[src/rtl/irq_pending_arbiter.sv]
// Edge-captured interrupt pending register with lowest-index selection,
// a valid/ready presentation port and a saturating coalesced-event counter.
module irq_pending_arbiter #(
    parameter int N  = 8,
    parameter int PW = 3,
    parameter int CW = 8
) (
    input  logic          clk,
    input  logic          reset,
    input  logic [N-1:0]  req,
    input  logic [N-1:0]  mask,
    output logic          out_valid,
    input  logic          out_ready,
    output logic [PW-1:0] out_pos,
    output logic [N-1:0]  pending,
    output logic          drop_pulse,
    output logic [CW-1:0] drop_count
);

    typedef enum logic {IDLE, PRESENT} state_t;

    state_t        state, state_nx;
    logic [N-1:0]  req_q, rise, clr, drop_vec, eligible, pending_nx;
    logic [PW-1:0] sel, pos_nx;
    logic [PW:0]   drop_num;
    logic [CW:0]   cnt_sum;
    logic [CW-1:0] count_nx;
    logic          valid_nx, hs;

    // Datapath: edge detect, retire, coalescing and lowest-index pick.
    always_comb begin
        rise       = req & ~req_q;
        hs         = out_valid & out_ready;
        clr        = '0;
        if (hs) clr[out_pos] = 1'b1;
        // A rise on the bit being retired survives: set wins over clear.
        pending_nx = (pending & ~clr) | rise;
        drop_vec   = rise & pending & ~clr;
        eligible   = pending & ~mask;
        sel        = '0;
        for (int i = N - 1; i >= 0; i--)
            if (eligible[i]) sel = PW'(i);
        drop_num   = '0;
        for (int i = 0; i < N; i++)
            drop_num = drop_num + (PW + 1)'(drop_vec[i]);
        cnt_sum    = {1'b0, drop_count} + (CW + 1)'(drop_num);
        count_nx   = cnt_sum[CW] ? '1 : cnt_sum[CW-1:0];
    end

    always_comb begin
        state_nx = state;
        valid_nx = out_valid;
        pos_nx   = out_pos;
        case (state)
            IDLE: begin
                if (|eligible) begin
                    state_nx = PRESENT;
                    valid_nx = 1'b1;
                    pos_nx   = sel;
                end
            end
            PRESENT: begin
                // Position stays frozen until accepted, regardless of mask.
                if (out_ready) begin
                    state_nx = IDLE;
                    valid_nx = 1'b0;
                end
            end
            default: begin
                state_nx = IDLE;
                valid_nx = 1'b0;
            end
        endcase
    end

    always_ff @(posedge clk) begin
        if (reset) begin
            state      <= IDLE;
            req_q      <= '0;
            pending    <= '0;
            out_valid  <= 1'b0;
            out_pos    <= '0;
            drop_pulse <= 1'b0;
            drop_count <= '0;
        end else begin
            state      <= state_nx;
            req_q      <= req;
            pending    <= pending_nx;
            out_valid  <= valid_nx;
            out_pos    <= pos_nx;
            drop_pulse <= |drop_vec;
            drop_count <= count_nx;
        end
    end

endmodule
[config.mk]
export PLATFORM = sky130hd
export DESIGN_NAME = irq_pending_arbiter
export DESIGN_NICKNAME = d
export VERILOG_FILES = /design/src/rtl/irq_pending_arbiter.sv
export SDC_FILE = /design/constraint.sdc
export NUM_CORES = 1
export LEC_CHECK = 0
export BUFFER_PORTS_ARGS = -buffer_cell sky130_fd_sc_hd__buf_4
export CAP_MARGIN = 30
export CORE_MARGIN = 1.5
export CORE_UTILIZATION = 51
export CTS_CLUSTER_DIAMETER = 150
export DETAILED_ROUTE_END_ITERATION = 16
export GPL_ROUTABILITY_DRIVEN = 0
export GPL_TIMING_DRIVEN = 0
export PLACE_DENSITY = 0.88
export SKIP_CTS_REPAIR_TIMING = 1
export SLEW_MARGIN = 40
export SYNTH_ARGS = -nofsm -noshare
export SYNTH_HDL_FRONTEND = slang
export SYNTH_SLANG_ARGS = --single-unit
[constraint.sdc]
create_clock -name clk -period 5.4 [get_ports clk]
set_input_delay 1.08 -clock clk [delete_from_list [all_inputs] [get_ports clk]]
set_output_delay 1.08 -clock clk [all_outputs]
set_load 0.02 [all_outputs]
==> summary by stage <==
Worst setup path
The critical path ends at drop_count[7]$_SDFF_PP0_. The slowest stage of the critical path is the fa_1 cell. The dominant delay contributor by cell family on the critical path is adder cells.

Together, buffers and inverters on the worst path number 3. In this design, the stage delay of the slowest critical-path cell is 0.54 ns. The startpoint of the most critical register-to-register path is out_pos[2]$_SDFFE_PP0P_. The worst-path maximum fanout is 7. The startpoint class of the critical path is an input port.

The worst setup path startpoint is out_ready. The worst endpoint data arrival time is between 5 and 6 ns. The critical path crosses 15 cells after its start point. Among the stages of the critical path, the cell type that occurs most often is fa_1. Across all register-to-register paths, the minimum setup slack is roughly 0.69 ns. Walking the worst path, the cells encountered are buf_4 > nand3b_1 > o31ai_1 > nor2_1 > fa_1 > inv_1 > fa_1 > inv_1 > fa_1 > fa_1 > fa_1 > a21o_1 > a21oi_1 > nor4b_1 > nor3_1.

For the worst flop-to-flop path, the logic depth is 14. The nature of the critical path endpoint is a flop. The critical path is of the input port to flop type. STA puts the critical path data required time at about 5.6 ns. The worst reg2reg path endpoint is drop_count[7]$_SDFF_PP0_.

GRT
For this run, the total global-route usage over all layers was measured as 0.2471. The number of antenna violations at the first check in global routing was 0. Entering global routing, the biggest net connects 11 pins. The number of global-route vias before repair came to 1386. Summed over all layers, the global routing overflow is 0. The first global-routing pass estimated 6.216 mm of wire.

Floorplanning
From left edge to right edge, the die measures ~57 um. For this design the top-level I/O count stands at 40. The height of the die is 56.92 um. After floorplanning, the core was divided into 19 placement rows.

The starting density of the core is 0.5377. The area of the placeable core is approximately 0.0028 sq mm. The die covers around 0.0032 sq mm.

Clock network
The clock passes through at most 2 buffers. The number of levels in the clock H-tree is 2. The CTS buffer count is 5.

The CTS sink count is 30. The TritonCTS clock tree is built. The clock transition at the registers of the reported paths is 0.10 ns. The clock latency reported for the late side of the worst-skew pair is about 0.33 ns. The root buffer cell is clkbuf_4.

Logic synthesis
The net count of the mapped netlist is slightly below 200. The synthesized netlist contains 33 unique library cells. The synthesized design spends more area on one cell type than any other, namely dfxtp_1. The post-synthesis instance area is around 0.0015 sq mm.

Of the synthesized area, sequential elements account for 0.4051. After synthesis, the share of flip-flops with an asynchronous set or reset is 0. In the synthesized netlist, the number of instances is around 170. The most used flip-flop cell after synthesis is dfxtp_1. The number of storage elements in the synthesis netlist is 30. Of the post-synthesis cell area, the dominant cell type holds 0.4051.

The number of flops mapped to enable cells by yosys is 0. After synthesis, the cell types taking the most area are dfxtp_1 (41%), nand2b_1 (7.2%), fa_1 (6.8%), a21oi_1 (5.1%), ha_1 (5.1%). The total number of yosys warnings is 0. The average cell area after synthesis is 8.986 sq um.

Finish
From synthesis to final layout, the design area changed by 27.09%. The number of antenna diodes in the final layout is 0. The final net count is 240. In the final layout, the share of cells above drive strength 1 is 0.2559. The count of cells in the finished layout, fillers not included, comes to 242.

Outcome
The flow ran to the end, and the final reports show no timing, DRC or antenna violations.

STA
The clock arrives with between 0.01 and 0.015 ns of skew. Timing would allow up to about 0.2 GHz. The post-route worst hold slack is ~0.51 ns. The number of pins exceeding their max-slew limit in the final report is 0. The tightest slew margin relative to the limit is 0.6704. The smallest clock period supported by the final layout is computed as around 5.1 ns. At the pin with the least slew margin, the transition time is approximately 0.49 ns. The final count of hold timing violations was 0.

The ratio of final minimum period to clock period is 0.9502. Setup repair after global routing left no endpoint under its margin. Setup violations remaining at the end of the flow were counted as 0.

Power and ir drop
After layout, the design draws a total of 0.0006236 W. Dividing total power by cell area gives a power density of approximately 330 mW/mm^2. Across the VDD grid, the largest voltage drop is ~0.28 mV. In this run the static leakage power is 0.8459 nW.

Detailed routing
The final layout contains routed wiring with a total length of between 3 and 4 mm. In the routed design, unresolved DRC markers number 0. The first TritonRoute pass finished after 5 iterations.

The antenna violation net count after detailed routing is 0. After detailed routing, the number of vias per cell comes to around 5.6. The number of design-rule violations left by the first detailed-router iteration is 39. The wire length per cell after detailed routing is 14.45 um. The detailed-route via count is between 1k and 1.5k.

Job
The tool flagged a number of max-cap violations equal to 0.

Placed design
Buffers placed on the I/O ports in this run total 38. Once placement completed, the tool counted placed cells totaling between 200 and 250. Summed over all nets, the half-perimeter wirelength after detailed placement is 2.682 mm.

Min path
The worst hold path belongs to the class flop to flop. The worst hold path begins at req_q[2]$_SDFF_PP0_.
==> routing by layer <==
metal / global-route usage / vias up / wire length, um / share of wire
met4: 0.05316 / 0 / 13 / 0.0037
met5: 0 / - / 0 / 0
met3: 0.07604 / 4 / 251 / 0.072
met1: 0.2961 / 627 / 1438 / 0.41
met2: 0.4351 / 65 / 1794 / 0.51
li1: - / 655 / - / -
==> layout by cell type, fill, tap and decap left out, types with 2 or more instances in the layout <==
cell | netlist | final
nor2_1 | 20 | 20
nor2b_1 | 10 | 10
o31ai_1 | 2 | 2
a41oi_1 | 2 | 2
a211oi_1 | 3 | 3
xnor2_1 | 3 | 3
a31oi_1 | 3 | 3
nand2_1 | 8 | 8
a21o_1 | 3 | 3
o21ai_0 | 10 | 10
inv_1 | 4 | 4
fa_1 | 5 | 5
clkinv_2 | 0 | 2
clkbuf_4 | 0 | 5
or2_2 | 3 | 3
ha_1 | 6 | 6
buf_4 | 0 | 38
and4_4 | 2 | 2
nor3_1 | 2 | 2
a21oi_1 | 15 | 15
clkbuf_1 | 4 | 4
nand2b_1 | 17 | 17
dfxtp_1 | 30 | 30
==> synth_stat cells (2+ instances only) <==
| master | number |
|---|---|
| nand2b_1 | 17 |
| nand2_1 | 8 |
| nor2b_1 | 10 |
| and4_4 | 2 |
| dfxtp_1 | 30 |
| o31ai_1 | 2 |
| fa_1 | 5 |
| a41oi_1 | 2 |
| a21o_1 | 3 |
| ha_1 | 6 |
| inv_1 | 4 |
| xnor2_1 | 3 |
| nor3_1 | 2 |
| a31oi_1 | 3 |
| nor2_1 | 20 |
| a211oi_1 | 3 |
| o21ai_0 | 10 |
| clkbuf_1 | 4 |
| or2_2 | 3 |
| a21oi_1 | 15 |
==> sequential cells by signal, indices dropped and copies added (netlist names) <==
name	flops
drop_count	8
drop_pulse	1
out_pos	3
out_valid	1
pending	8
req_q	8
state	1
==> stage by stage <==
step	cell area, sq um	setup slack, ns	setup TNS, ns	utilization
4_1_cts	1884	0.2967	0	0.6833
3_3_place_gp	1807	0.06676	0	0.6552
5_1_grt	1884	0.009083	0	0.6833
6_report	1884	0.2690	0	0.6833
2_1_floorplan	1483	0.4638	0	-
3_5_place_dp	1807	-0.06809	-0.06809	0.6552
==> where the power goes <==
part,total [W],switching (W),internal [W]
Combinational,0.000187,0.000102,0.0000857
Clock,0.000175,0.0000794,0.0000958
Sequential,0.000261,0.0000171,0.000244
==> worst min path at each step <==
stage	endpoint	slack [ns]	cells past startpoint
global route	pending[4]$_SDFF_PP0_	0.54	2
detailed placement	pending[2]$_SDFF_PP0_	0.51	2
global placement	out_valid$_SDFFE_PP0P_	0.48	2
floorplan	pending[4]$_SDFF_PP0_	0.48	2
CTS	pending[2]$_SDFF_PP0_	0.51	2
finish	pending[2]$_SDFF_PP0_	0.51	2
==> worst register-to-register path, stage by stage, from the launching register on <==
cell and delay, ns:
dfxtp_1 0.34, nand3b_1 0.25, o31ai_1 0.31, nor2_1 0.13, fa_1 0.53, inv_1 0.06, fa_1 0.54, inv_1 0.06
fa_1 0.50, fa_1 0.48, fa_1 0.43, a21o_1 0.19, a21oi_1 0.38, nor4b_1 0.30, nor3_1 0.08
==> final cells by class <==
class                           count  area, sq um
Clock buffer                        5        37.54
Tap cell                           31        38.79
Sequential cell                    30        600.6
Timing Repair Buffer               38        285.3
Inverter                            4        15.01
Buffer                              4        15.01
Fill cell                         236        873.3
Clock inverter                      3        40.04
Multi-Input combinational cell    127        852.1
==> kinds of logic after synthesis <==
family | count (synthesis) | synth area share
compound gates | 41 | 0.1646
xor+xnor | 3 | 0.01772
fa+ha+maj | 11 | 0.1181
flops | 30 | 0.4051
simple gates | 72 | 0.2743
buf+inv | 8 | 0.02025
No activity file was read; power rests on OpenSTA's default activity.
